==> src/rtl/control_stage_seq_if.sv <==
`default_nettype none
// +----------------------------------------------------------------------------+
// | control_stage_seq_if : control/status bundle of the stage sequencer        |
// | rev 1.0                                                                    |
// +----------------------------------------------------------------------------+
interface control_stage_seq_if #(
  parameter int CNT_W = 8,
  parameter int N_STG = 10
);
  logic                     start;
  logic                     clr;
  logic                     step_en;
  logic [3:0]               last_stage;
  logic [N_STG*CNT_W-1:0]   cfg_len;

  logic [3:0]               rd_stage;
  logic                     rd_lstep;
  logic [3:0]               wr_stage;
  logic                     wr_valid;
  logic [CNT_W-1:0]         step_cnt;
  logic                     busy;
  logic                     done;

  modport master (
    output start, clr, step_en, last_stage, cfg_len,
    input  rd_stage, rd_lstep, wr_stage, wr_valid, step_cnt, busy, done
  );

  modport slave (
    input  start, clr, step_en, last_stage, cfg_len,
    output rd_stage, rd_lstep, wr_stage, wr_valid, step_cnt, busy, done
  );
endinterface
`default_nettype wire

==> src/rtl/control_stage_seq.sv <==
`default_nettype none
// +----------------------------------------------------------------------------+
// | control_stage_seq : walks a layer through its stages, counts steps per     |
// | stage and feeds read/write stage indices to the counter-control decoder.   |
// | rev 1.0                                                                    |
// +----------------------------------------------------------------------------+
module control_stage_seq #(
  parameter int CNT_W  = 8,
  parameter int N_STG  = 10,
  parameter int WR_LAT = 2
) (
  input  logic                 clk,
  input  logic                 rst_n,
  control_stage_seq_if.slave   bus
);

  typedef enum logic [1:0] {
    S_IDLE  = 2'd0,
    S_RUN   = 2'd1,
    S_DRAIN = 2'd2,
    S_DONE  = 2'd3
  } state_t;

  localparam logic [3:0] c_last_max  = 4'(N_STG - 1);
  localparam logic [4:0] c_n_stg     = 5'(N_STG);
  localparam logic [3:0] c_drain_max = 4'(WR_LAT - 1);

  state_t           state_q, state_d;
  logic [3:0]       rd_stage_q, rd_stage_d;
  logic [CNT_W-1:0] step_cnt_q, step_cnt_d;
  logic [3:0]       last_q, last_d;
  logic [3:0]       drain_q, drain_d;

  logic [CNT_W-1:0] w_len [16];
  logic             w_run;
  logic             w_lstep;

  // Full 16-entry table so any 4-bit stage index is a legal lookup.
  generate
    for (genvar s = 0; s < 16; s++) begin : g_len
      if (s < N_STG) begin : g_used
        assign w_len[s] = bus.cfg_len[s*CNT_W +: CNT_W];
      end else begin : g_unused
        assign w_len[s] = '0;
      end
    end
  endgenerate

  assign w_run   = (state_q == S_RUN);
  assign w_lstep = w_run && (step_cnt_q == w_len[rd_stage_q]);

  always_comb begin
    state_d    = state_q;
    rd_stage_d = rd_stage_q;
    step_cnt_d = step_cnt_q;
    last_d     = last_q;
    drain_d    = drain_q;

    if (bus.clr) begin
      state_d    = S_IDLE;
      rd_stage_d = '0;
      step_cnt_d = '0;
      last_d     = '0;
      drain_d    = '0;
    end else begin
      case (state_q)
        S_IDLE: begin
          if (bus.start) begin
            state_d    = S_RUN;
            rd_stage_d = '0;
            step_cnt_d = '0;
            drain_d    = '0;
            last_d     = ({1'b0, bus.last_stage} >= c_n_stg) ? c_last_max : bus.last_stage;
          end
        end
        S_RUN: begin
          if (bus.step_en) begin
            if (!w_lstep) begin
              step_cnt_d = step_cnt_q + CNT_W'(1);
            end else if (rd_stage_q != last_q) begin
              rd_stage_d = rd_stage_q + 4'd1;
              step_cnt_d = '0;
            end else begin
              state_d    = S_DRAIN;
              step_cnt_d = '0;
              drain_d    = '0;
            end
          end
        end
        S_DRAIN: begin
          if (drain_q == c_drain_max) begin
            state_d = S_DONE;
          end else begin
            drain_d = drain_q + 4'd1;
          end
        end
        S_DONE: begin
          state_d = S_IDLE;
        end
        default: begin
          state_d = S_IDLE;
        end
      endcase
    end
  end

  always_ff @(posedge clk or negedge rst_n) begin
    if (!rst_n) begin
      state_q    <= S_IDLE;
      rd_stage_q <= '0;
      step_cnt_q <= '0;
      last_q     <= '0;
      drain_q    <= '0;
    end else begin
      state_q    <= state_d;
      rd_stage_q <= rd_stage_d;
      step_cnt_q <= step_cnt_d;
      last_q     <= last_d;
      drain_q    <= drain_d;
    end
  end

  // Stage fields only load behind a live entry, so the tail keeps the last live stage.
  logic       dl_valid_q [WR_LAT];
  logic [3:0] dl_stage_q [WR_LAT];

  generate
    for (genvar i = 0; i < WR_LAT; i++) begin : g_dl
      if (i == 0) begin : g_head
        always_ff @(posedge clk or negedge rst_n) begin
          if (!rst_n) begin
            dl_valid_q[i] <= 1'b0;
            dl_stage_q[i] <= '0;
          end else if (bus.clr) begin
            dl_valid_q[i] <= 1'b0;
            dl_stage_q[i] <= '0;
          end else begin
            dl_valid_q[i] <= w_run;
            if (w_run) begin
              dl_stage_q[i] <= rd_stage_q;
            end
          end
        end
      end else begin : g_tail
        always_ff @(posedge clk or negedge rst_n) begin
          if (!rst_n) begin
            dl_valid_q[i] <= 1'b0;
            dl_stage_q[i] <= '0;
          end else if (bus.clr) begin
            dl_valid_q[i] <= 1'b0;
            dl_stage_q[i] <= '0;
          end else begin
            dl_valid_q[i] <= dl_valid_q[i-1];
            if (dl_valid_q[i-1]) begin
              dl_stage_q[i] <= dl_stage_q[i-1];
            end
          end
        end
      end
    end
  endgenerate

  assign bus.rd_stage = rd_stage_q;
  assign bus.rd_lstep = w_lstep;
  assign bus.step_cnt = step_cnt_q;
  assign bus.wr_valid = dl_valid_q[WR_LAT-1];
  assign bus.wr_stage = dl_stage_q[WR_LAT-1];
  assign bus.busy     = (state_q == S_RUN) || (state_q == S_DRAIN);
  assign bus.done     = (state_q == S_DONE);

endmodule
`default_nettype wire

==> src/flat_wrapper.sv <==
// flat-port wrapper written by rule: the top's interface ports become plain ports
module control_stage_seq_flat 
#(
  parameter int CNT_W  = 8,
  parameter int N_STG  = 10,
  parameter int WR_LAT = 2
)
  (clk, rst_n, bus_start, bus_clr, bus_step_en, bus_last_stage, bus_cfg_len, bus_rd_stage, bus_rd_lstep, bus_wr_stage, bus_wr_valid, bus_step_cnt, bus_busy, bus_done);
  control_stage_seq_if #(.CNT_W(CNT_W), .N_STG(N_STG)) bus_i ();
  input  logic clk;
  input  logic rst_n;
  input wire logic [$bits(bus_i.start)-1:0] bus_start;
  input wire logic [$bits(bus_i.clr)-1:0] bus_clr;
  input wire logic [$bits(bus_i.step_en)-1:0] bus_step_en;
  input wire logic [$bits(bus_i.last_stage)-1:0] bus_last_stage;
  input wire logic [$bits(bus_i.cfg_len)-1:0] bus_cfg_len;
  output wire logic [$bits(bus_i.rd_stage)-1:0] bus_rd_stage;
  output wire logic [$bits(bus_i.rd_lstep)-1:0] bus_rd_lstep;
  output wire logic [$bits(bus_i.wr_stage)-1:0] bus_wr_stage;
  output wire logic [$bits(bus_i.wr_valid)-1:0] bus_wr_valid;
  output wire logic [$bits(bus_i.step_cnt)-1:0] bus_step_cnt;
  output wire logic [$bits(bus_i.busy)-1:0] bus_busy;
  output wire logic [$bits(bus_i.done)-1:0] bus_done;
  assign bus_i.start = bus_start;
  assign bus_i.clr = bus_clr;
  assign bus_i.step_en = bus_step_en;
  assign bus_i.last_stage = bus_last_stage;
  assign bus_i.cfg_len = bus_cfg_len;
  assign bus_rd_stage = bus_i.rd_stage;
  assign bus_rd_lstep = bus_i.rd_lstep;
  assign bus_wr_stage = bus_i.wr_stage;
  assign bus_wr_valid = bus_i.wr_valid;
  assign bus_step_cnt = bus_i.step_cnt;
  assign bus_busy = bus_i.busy;
  assign bus_done = bus_i.done;
  control_stage_seq #(.CNT_W(CNT_W), .N_STG(N_STG), .WR_LAT(WR_LAT)) u_core (.clk(clk), .rst_n(rst_n), .bus(bus_i));
endmodule
==> config.mk <==
export PLATFORM = sky130hd
export DESIGN_NAME = control_stage_seq_flat
export DESIGN_NICKNAME = d
export VERILOG_FILES = /design/src/rtl/control_stage_seq_if.sv /design/src/rtl/control_stage_seq.sv /design/src/flat_wrapper.sv
export SDC_FILE = /design/constraint.sdc
export NUM_CORES = 1
export LEC_CHECK = 0
export CAP_MARGIN = 40
export CORE_UTILIZATION = 65
export CTS_BUF_LIST = sky130_fd_sc_hd__clkbuf_2
export CTS_CLUSTER_SIZE = 24
export DETAILED_ROUTE_END_ITERATION = 16
export DONT_BUFFER_PORTS = 1
export PLACE_DENSITY = 0.81
export SYNTH_ARGS = -nofsm -noshare
export SYNTH_HDL_FRONTEND = slang
export SYNTH_SLANG_ARGS = --single-unit
==> constraint.sdc <==
create_clock -name clk -period 3.95 [get_ports clk]
set_input_delay 0.1975 -clock clk [delete_from_list [all_inputs] [get_ports clk]]
set_output_delay 0.1975 -clock clk [all_outputs]
set_load 0.05 [all_outputs]
==> results of run 1 <==
==> metal layers <==
layer | GRT usage | wire [um]
met1 | 0.431 | 2910
met2 | 0.473 | 3340
met3 | 0.0789 | 704
met5 | 0 | 0
met4 | 0.0599 | 44
==> Yosys cell counts, types with 5 or more instances <==
master    number
nor3_1        10
o22ai_1        6
a211oi_1       8
ha_1           8
mux4_2         5
mux2i_1       27
nor2b_1        5
nor2_1        23
nand2_1       15
clkbuf_1       6
nand3_1        7
buf_6          7
dfrtp_1       32
mux2_2         6
nand2b_1       6
o21ai_0       21
buf_4          5
inv_1         14
xnor2_1        5
a21oi_1       16
mux4_1         5
==> power groups by stage <==
stage	sequential (mW)	combinational, mW	clock, mW
2_1_floorplan	0.398	0.373	0
3_3_place_gp	0.410	0.416	0
6_report	0.407	0.457	0.225
5_1_grt	0.410	0.501	0.235
4_1_cts	0.405	0.449	0.223
3_5_place_dp	0.411	0.430	0
==> worst reg2reg max path, stage by stage, from the launching register on <==
cell	delay, ns
dfrtp_2	0.73
mux4_1	0.63
or2_2	0.31
and4b_2	0.23
nand4b_1	0.23
nor4b_4	0.34
a21oi_1	0.11
buf_4	0.19
or4_1	0.42
o21ai_0	0.18
==> through the flow <==
step,power [mW],util,cells,setup WS [ns]
after detailed placement,0.842,0.692,342,0.623
after floorplan,0.771,-,304,0.636
after global routing,1.15,0.726,357,0.193
final,1.09,0.726,357,0.314
after CTS,1.08,0.726,357,0.411
after global placement,0.827,0.692,342,0.736
==> cell families after synthesis <==
logic type	Yosys count	share of synthesized area
flip-flops	32	0.278
adder cells (fa/ha/maj)	8	0.0347
multiplexers	43	0.202
buffers and inverters	36	0.0794
AND/OR/NAND/NOR	101	0.204
AO/OA/AOI/OAI	79	0.188
XOR/XNOR	5	0.0152
==> layout by cell type (no fill, tap or decap), types with 4 or more instances in the layout <==
cell type and n:
buf_4 10, o22ai_1 6, mux4_1 5, nor3b_1 4
dlygate4sd3_1 6, mux4_2 5, clkbuf_2 5, inv_1 14
a211oi_1 8, xnor2_1 5, mux2_2 6, a21oi_1 16
ha_1 8, nor2b_1 5, o21ai_0 21, nand3_1 7
nor3_1 10, nand2b_1 6, mux2i_1 27, nand2_1 15
nor2_1 23, dfrtp_1 30, or2_2 4
==> what timing repair did <==
item                                   in CTS  in global routing
resized for setup                           0                  0
endpoints found under the hold margin      49                  0
hold buffers                                7                  0
==> layout make-up <==
cell class | instances | area, um^2
clock buffer | 5 | 25.0
clock inverter | 3 | 37.5
fill | 339 | 1130
inverter | 14 | 52.6
multi-input combinational | 236 | 1850
sequential | 32 | 803
tap | 50 | 62.6
timing repair buffer | 17 | 155
==> sequential cells by signal (all words and copies together), names as in the netlist <==
name / flops
u_core.dl_stage_q: 4
u_core.bus.wr_stage: 4
u_core.state_q: 2
u_core.bus.rd_stage: 4
u_core.last_q: 4
u_core.drain_q: 4
u_core.bus.step_cnt: 8
u_core.bus.wr_valid: 1
u_core.dl_valid_q: 1
==> worst paths after layout <==
kind	startpoint	end	slack (ns)
min in group asynchronous	rst_n	u_core.state_q[1]	0.22
hold reg to reg	u_core.dl_stage_q[5]	u_core.bus.wr_stage[1]	0.55
hold / removal	bus_clr	u_core.drain_q[0]	0.05
max in group asynchronous	rst_n	u_core.bus.step_cnt[6]	3.54
setup reg to reg	u_core.bus.rd_stage[0]	u_core.drain_q[1]	0.50
setup / recovery	u_core.bus.rd_stage[1]	bus_rd_lstep	0.31
==> impl_results.md, run 1 <==
* Synthesis-to-layout area growth at 3.69%
* Hold path depth at 3
* Cell count after synthesis at 304
* Setup-failing EPs final at 0
* Clock transition at path regs at around 0.18 ns
* Clock Sinks at 32
* Max Fanout on Critical Path at 31
* DR iter-0 viols at ~210
* Worst-margin pin slew at roughly 0.79 ns
* Sequential share of power at 0.374
* Critical Path Sink Type: output pin
* Status: finished clean
* Switching Share at 0.423
* Yosys top cell by area: dfrtp_1
* Setup Buffers After CTS at 0
* Setup TNS at 0 ns
* Tmin final at 3.64 ns
* CTS tree: done
* DR vias/cell at 7.01
* Largest cells by area after synthesis: dfrtp_1, mux2i_1, mux4_1
* Die ar. at 4710 um^2
* Final Max Slew Viols at 0
* Static Leak at 1.18 nW
* Core footprint at 4120 um^2
* Maximum VDD drop at 0.270 mV
* Cell Area, Placed at 2850 um^2
* Cells along the critical path: nor3b_2 > a211oi_1 > or4_4 > a2111oi_0 > and4_1 > buf_4
* Worst Hold Class: primary input to register
* Critical Path Start Type: register
* Avg Inst Size Synth at 9.48 um^2
* Root Buffer: clkbuf_2
* Placement Rows at 23
* Aggregate global-route resource usage at 0.306
* First-pass GRT wire length at 10700 um
* CP max stage delay at 0.68 ns
* Mapped cell area at 2880 um^2
* Clk_lat worst skew at 0.39 ns
* Final Cycle Share at 0.921
* DRT antenna net count at 0
* Synth async-reset ratio at 1.00
* Yosys warns at 0
* WL/cell at 19.6 um
* CP bufs+invs at 1
* Seq/Total Area, Yosys at 0.278
* Total Wirelength at 7000 um
* Critical path class: register to output pin
* Clk buf depth at 2
* Critical path's top delay family: simple AND/OR/NAND/NOR gates
* Hold_ws at 0.0525 ns
* Initial antenna violation count at 0
* Final Hold Vio Count at 0
* GP Congestion at between 0.9 and 1
* Die Height at 68.6 um
* Largest net degree at the start of global routing at 33
* Layout cell share with drive strength beyond 1 at 0.166
* CTS H-tree lvls at 2
* DRT Pass-1 Iters at 5
* Post-synth net total at 401
* Slew HR at 0.473
* Unrepaired setup endpoints after global routing: false
* CP max stage cell: dfrtp_2
* Count of different cell masters after synthesis at 65
* Initial core utilization at 0.701
* Ant diodes at 0
* Number of global-route vias before repair at 2276
* Worst-case reg-to-reg path depth at 9
* Fmax at 0.275 GHz
* Port-buffer cells at 0
* Drt drc at 0
* Switching Power at approximately 0.46 mW
* Critical Path Stages at 6
* Design Area, Final at ~3000 um^2
* PD cells at 364 nW/um^2
* Comb pwr share at 0.420
* WP data required at 3.75 ns
* Via count at 2504
* Yosys top cell area share at 0.278
* # nets final at 403
* Max Clock Skew at 0.0275 ns
* Clock share of power at 0.207
* Grt ovf at 0
* Worst EP arrival at 3.44 ns
* CTS Buf Count at 5
* Number of synthesized register bits at 32
* EDFF count, synth at 0
* DIE WIDTH at 68.6 um
* Ys flop type: dfrtp_1
* Int Power at 0.628 mW
* Hpwl dp at approximately 5200 um
* Max-capacitance violation count at 0
* IO Pins at 109
(Power assumes the default switching activity.)
==> run 2, diff against run 1 <==
Clock period 3.95 ns to 3.7 ns, I/O delays scaled along.
==> impl_results.md, run 2 (synthesis results as in run 1) <==
* Die ar. at 4710 um^2 (unchanged)
* # nets final at 407 (+0.99%)
* Initial antenna violation count at 0 (unchanged)
* Most frequent cells in the layout: dfrtp_1, mux2i_1, nor2_1
* Critical Path Sink Type: output pin
* Worst setup startpoint: u_core.bus.rd_stage[1]
* Max Fanout on Critical Path at 25 (-19%)
* Slew HR at 0.554 (+0.0804)
* Dpl ws at 0.522 ns (-0.102 ns)
* Ant diodes at 0 (unchanged)
* Critical Path Start Type: register
* Total power at 1.16 mW (+6.8%)
* Core footprint at 4120 um^2 (unchanged)
* Final Cycle Share at 0.943
* Port-buffer cells at 0 (unchanged)
* Setup-failing EPs final at 0 (unchanged)
* Most Crowded Layer GR: met2
* Via count at 2429 (-3.0%)
* Worst-margin pin slew at 0.669 ns (-0.118 ns)
* Setup TNS at 0 ns (unchanged)
* Die Height at 68.6 um (unchanged)
* Layout cell share with drive strength beyond 1 at 0.177 (+0.0107)
* Max reg flops at 8 (unchanged)
* Static Leak at 1.20 nW (+2.0%)
* Worst Hold Class: primary input to register
* Hpwl dp at 5210 um (about the same)
* Synthesis-to-layout area growth at 4.73%
* Cell Area, Placed at 2880 um^2 (+1.1%)
* Tmin final at 3.49 ns
* Max-capacitance violation count at 0 (unchanged)
* DRT Pass-1 Iters at 4 (-1)
* Grt met3 use at 0.0872 (+0.00822)
* IO Pins at 109 (unchanged)
* Aggregate global-route resource usage at 0.300 (-0.00609)
* Fin cells at 361 (+1.1%)
* Unrepaired setup endpoints after global routing: false
* DR iter-0 viols at 255 (+24%)
* Hold Buf Count CTS at 7 (unchanged)
* Final Worst Setup Slack at 0.212 ns (-0.102 ns)
* WL/cell at 19.1 um (-2.9%)
* Clk buf depth at 2 (unchanged)
* Clk_lat worst skew at 0.39 ns (about the same)
* CTS H-tree lvls at 2 (unchanged)
* Design Area, Final at 3020 um^2 (+1.0%)
* Total Wirelength at 6880 um (-1.8%)
* CTS tree: done
* Grt ovf at 0 (unchanged)
* Placed cells at 346 (+1.2%)
* Placement Rows at 23 (unchanged)
* DR vias/cell at 6.73 (-4.1%)
* Clock transition at path regs at 0.16 ns (-0.02 ns)
* Clock Sinks at 32 (unchanged)
* Fmax at 0.287 GHz
* Setup Buffers After CTS at 0 (unchanged)
* DIE WIDTH at 68.6 um (unchanged)
* Hold_ws at 0.0474 ns (-0.00511 ns)
* Hold_sp: bus_clr
* Drt drc at 0 (unchanged)
* Initial core utilization at 0.701 (unchanged)
* Critical path class: register to output pin
* Root Buffer: clkbuf_2
* DRT antenna net count at 0 (unchanged)
* Most common cell after layout, fill and taps aside: dfrtp_1
* Worst flop-to-flop path startpoint: u_core.bus.rd_stage[1]
* PD cells at 385 nW/um^2 (+5.7%)
* Maximum VDD drop at 0.350 mV (+30%)
* Cts repair resizes at 0 (unchanged)
* Status: finished clean
* CTS Buf Count at 5 (unchanged)
* First-pass GRT wire length at 10400 um (-3.0%)
* GP Congestion at 0.893 (-1.4%)
* Met1 Use GR at 0.403 (-0.0280)
* Final Max Slew Viols at 0 (unchanged)
* Utilization after layout at 0.734 (+0.00730)
* Max Clock Skew at 0.00696 ns (-0.0206 ns)
* Worst EP arrival at 3.30 ns (-0.14 ns)
* Met2 usage at 0.462 (-0.0110)
* Final Hold Vio Count at 0 (unchanged)
* WP data required at 3.51 ns (-0.24 ns)
* Largest net degree at the start of global routing at 33 (unchanged)
* R2R setup slack at 0.46 ns (-0.04 ns)
* Number of global-route vias before repair at 2199 (-3.4%)
==> run 2: worst max-delay path, stage by stage, from the launching register on <==
cell and delay [ns]:
dfrtp_2 0.63, nor3b_2 0.59, a211oi_1 0.18, or4_4 0.58, a2111oi_0 0.41, and4_1 0.29, buf_4 0.21
==> run 2: area by class of cell <==
class	count	area, um^2
Clock buffer	5	25.0
Clock inverter	3	37.5
Fill cell	311	1100
Inverter	14	52.6
Multi-Input combinational cell	236	1850
Sequential cell	32	803
Tap cell	50	62.6
Timing Repair Buffer	21	185
==> run 2: worst paths after layout <==
| path | to | depth (start not counted) |
|---|---|---|
| max | bus_rd_lstep | 6 |
| min | u_core.drain_q[0] | 3 |
| max reg2reg | u_core.drain_q[2] | 8 |
| min reg2reg | u_core.dl_stage_q[7] | 2 |
| max in group asynchronous | u_core.bus.rd_stage[0] | 2 |
| min in group asynchronous | u_core.bus.step_cnt[2] | 2 |
==> run 2: per-layer routing <==
layer,part of all wire,vias to the layer above
met5,0,-
met4,0.014,0
met3,0.082,9
met2,0.48,109
met1,0.43,1146
li1,-,1165
==> run 2: report_power, final <==
part	switching, mW	internal (mW)	total [mW]
Combinational	0.299	0.193	0.492
Sequential	0.0576	0.376	0.434
Clock	0.127	0.110	0.237
Total	0.483	0.679	1.16
==> run 3, diff against run 2 <==
--- a/config.mk
+++ b/config.mk
@@ -7,4 +7,3 @@
 export LEC_CHECK = 0
-export CAP_MARGIN = 40
-export CORE_UTILIZATION = 65
+export CORE_UTILIZATION = 40
 export CTS_BUF_LIST = sky130_fd_sc_hd__clkbuf_2
@@ -13,3 +12,2 @@
 export DONT_BUFFER_PORTS = 1
-export PLACE_DENSITY = 0.81
 export SYNTH_ARGS = -nofsm -noshare
==> constraint.sdc (replaced) <==
create_clock -name clk -period 3.7 [get_ports clk]
set_input_delay 0.74 -clock clk [delete_from_list [all_inputs] [get_ports clk]]
set_output_delay 0.74 -clock clk [all_outputs]
set_load 0.05 [all_outputs]
==> impl_results.md, run 3 (synthesis results as in run 1) <==
* Status: finished clean
* Clock Sinks at 32 (unchanged)
* Fmax at 0.277 GHz (-3.2%)
* IO Pins at 109 (unchanged)
* Static Leak at 1.22 nW (+2.1%)
* WP data required at 2.96 ns (-0.55 ns)
* Worst EP arrival at 2.86 ns (-0.44 ns)
* Worst-margin pin slew at 0.677 ns (+0.00751 ns)
* Via count at 2411 (-0.74%)
* Maximum VDD drop at 0.409 mV (+17%)
* Placement Rows at 30 (+30%)
* Layout cell share with drive strength beyond 1 at 0.215 (+0.0383)
* Worst-case reg-to-reg path depth at 9 (+1)
* Total Wirelength at 7250 um (+5.5%)
* First-pass GRT wire length at 10800 um (+3.5%)
* Final Hold Vio Count at 0 (unchanged)
* Synthesis-to-layout area growth at 9.16%
* Initial core utilization at 0.420 (-0.281)
* Placed cells at 396 (+14%)
* RR Endpoint: u_core.drain_q[2]
* Clk_lat worst skew at 0.37 ns (-0.02 ns)
* DRT antenna net count at 0 (unchanged)
* Final Max Slew Viols at 0 (unchanged)
* Critical path class: register to output pin
* Die ar. at 7550 um^2 (+60%)
* # fillers at 675 (+120%)
* Largest net degree at the start of global routing at 28 (-15%)
* Grt met3 use at 0.0427 (-0.0445)
* Final Cycle Share at 0.974 (+0.0314)
* Most common cell after layout, fill and taps aside: dfrtp_1
* CP max stage cell: mux4_2
* Worst setup startpoint: u_core.bus.rd_stage[0]
* DIE WIDTH at 86.9 um (+27%)
* Sequential cell area at 806 um^2 (+0.31%)
* Critical Path Start Type: register
* Slew HR at 0.549 (-0.00501)
* Clk buf depth at 2 (unchanged)
* Hpwl dp at 5500 um (+5.6%)
* Ant diodes at 0 (unchanged)
* Die Height at 86.9 um (+27%)
* Max Fanout on Critical Path at 5 (-80%)
* Worst Hold Class: primary input to async pin
* Grt ovf at 0 (unchanged)
* PD cells at 343 nW/um^2 (-11%)
* Max reg flops at 8 (unchanged)
* DRT Pass-1 Iters at 4 (unchanged)
* Clock transition at path regs at 0.17 ns (about the same)
* Met1 Use GR at 0.238 (-0.165)
* Fin cells at 412 (+14%)
* # nets final at 412 (+1.2%)
* Most Crowded Layer GR: met2
* Max Clock Skew at 0.0222 ns (+0.0153 ns)
* Cells along the critical path: mux4_2 > and3_1 > or4_4 > a2111oi_2 > and4_1 > buf_12
* CP max stage delay at 0.53 ns (-0.10 ns)
* WL/cell at 17.6 um (-7.6%)
* Core footprint at 6870 um^2 (+67%)
* Drt drc at 0 (unchanged)
* Most frequent cells in the layout: dfrtp_1, mux2i_1, nor2_1
* GP Congestion at 0.896 (+0.30%)
* CTS Buf Count at 5 (unchanged)
* DR vias/cell at 5.85 (-13%)
* Critical Path Sink Type: output pin
* Multi-input gate area at 1880 um^2 (+1.6%)
* Worst flop-to-flop path startpoint: u_core.bus.rd_stage[0]
* Tmin final at 3.60 ns (+0.116 ns)
* Met2 usage at 0.314 (-0.148)
* Crit path capture: bus_rd_lstep
* Total power at 1.08 mW (-7.1%)
* Initial antenna violation count at 0 (unchanged)
* Setup-failing EPs final at 0 (unchanged)
* DR iter-0 viols at 77 (-70%)
* CTS tree: done
* Root Buffer: clkbuf_2
* Port-buffer cells at 0 (unchanged)
* CTS H-tree lvls at 2 (unchanged)
* R2R setup slack at 0.47 ns (about the same)
* Number of global-route vias before repair at 2160 (-1.8%)
* Max-capacitance violation count at 0 (unchanged)
* Aggregate global-route resource usage at 0.185 (-0.115)
## run 3: where the power goes
part	total [mW]	switching, mW	leakage, nW	internal [mW]
Clock	0.173	0.129	0.0226	0.0439
Combinational	0.492	0.301	0.762	0.190
Sequential	0.415	0.0386	0.439	0.376
## run 3: timing repair
action                                  CTS  global route
hold buffers                              1             1
gates resized for setup                   0             6
pin swaps                                 0             2
endpoints found under the setup margin    1             1
gates cloned                              0             1
endpoints found under the hold margin    11             9
setup buffers                             1             4
## run 3: layout make-up
cell class / count / share of cell area
multi-input combinational: 236 / 0.598
sequential: 32 / 0.256
timing repair buffer: 26 / 0.0771
tap: 96 / 0.0382
inverter: 14 / 0.0167
clock buffer: 5 / 0.00795
clock inverter: 3 / 0.00596
## run 3: metal layers
metal / vias up / wire length (um)
met2: 104 / 3470
met4: 0 / 74
met3: 6 / 566
met1: 1129 / 3140
met5: - / 0
li1: 1172 / -
## run 3: metrics by stage
stage               setup slack (ns)  TNS [ns]  cell area (um^2)   util  hold slack [ns]
global placement               0.229         0              2990  0.435            0.445
floorplan                     0.0415         0              2880      -            0.444
CTS                           0.0360         0              3050  0.444           0.0103
global route                -0.00797  -0.00797              3150  0.458          0.00716
finish                        0.0963         0              3150  0.458           0.0469
detailed placement             0.216         0              2990  0.435            0.445
## run 3: critical path, delay by kind of cell, from the launching register on
| kind | cells | cell delay [ns] |
|---|---|---|
| AOI/OAI and AO/OA | 1 | 0.36 |
| buffers and inverters | 1 | 0.15 |
| DFF | 1 | 0.48 |
| muxes | 1 | 0.53 |
| and+or+nand+nor | 3 | 0.98 |
## run 3: worst min path at each step
stage,cells past startpoint,slack [ns],from,endpoint
finish,0,0.05,rst_n,u_core.last_q[0]
global route,0,0.007,rst_n,u_core.drain_q[3]
CTS,0,0.01,rst_n,u_core.drain_q[1]
detailed placement,0,0.45,rst_n,u_core.bus.wr_stage[2]
global placement,0,0.45,rst_n,u_core.bus.wr_stage[2]
floorplan,0,0.44,rst_n,u_core.bus.rd_stage[0]
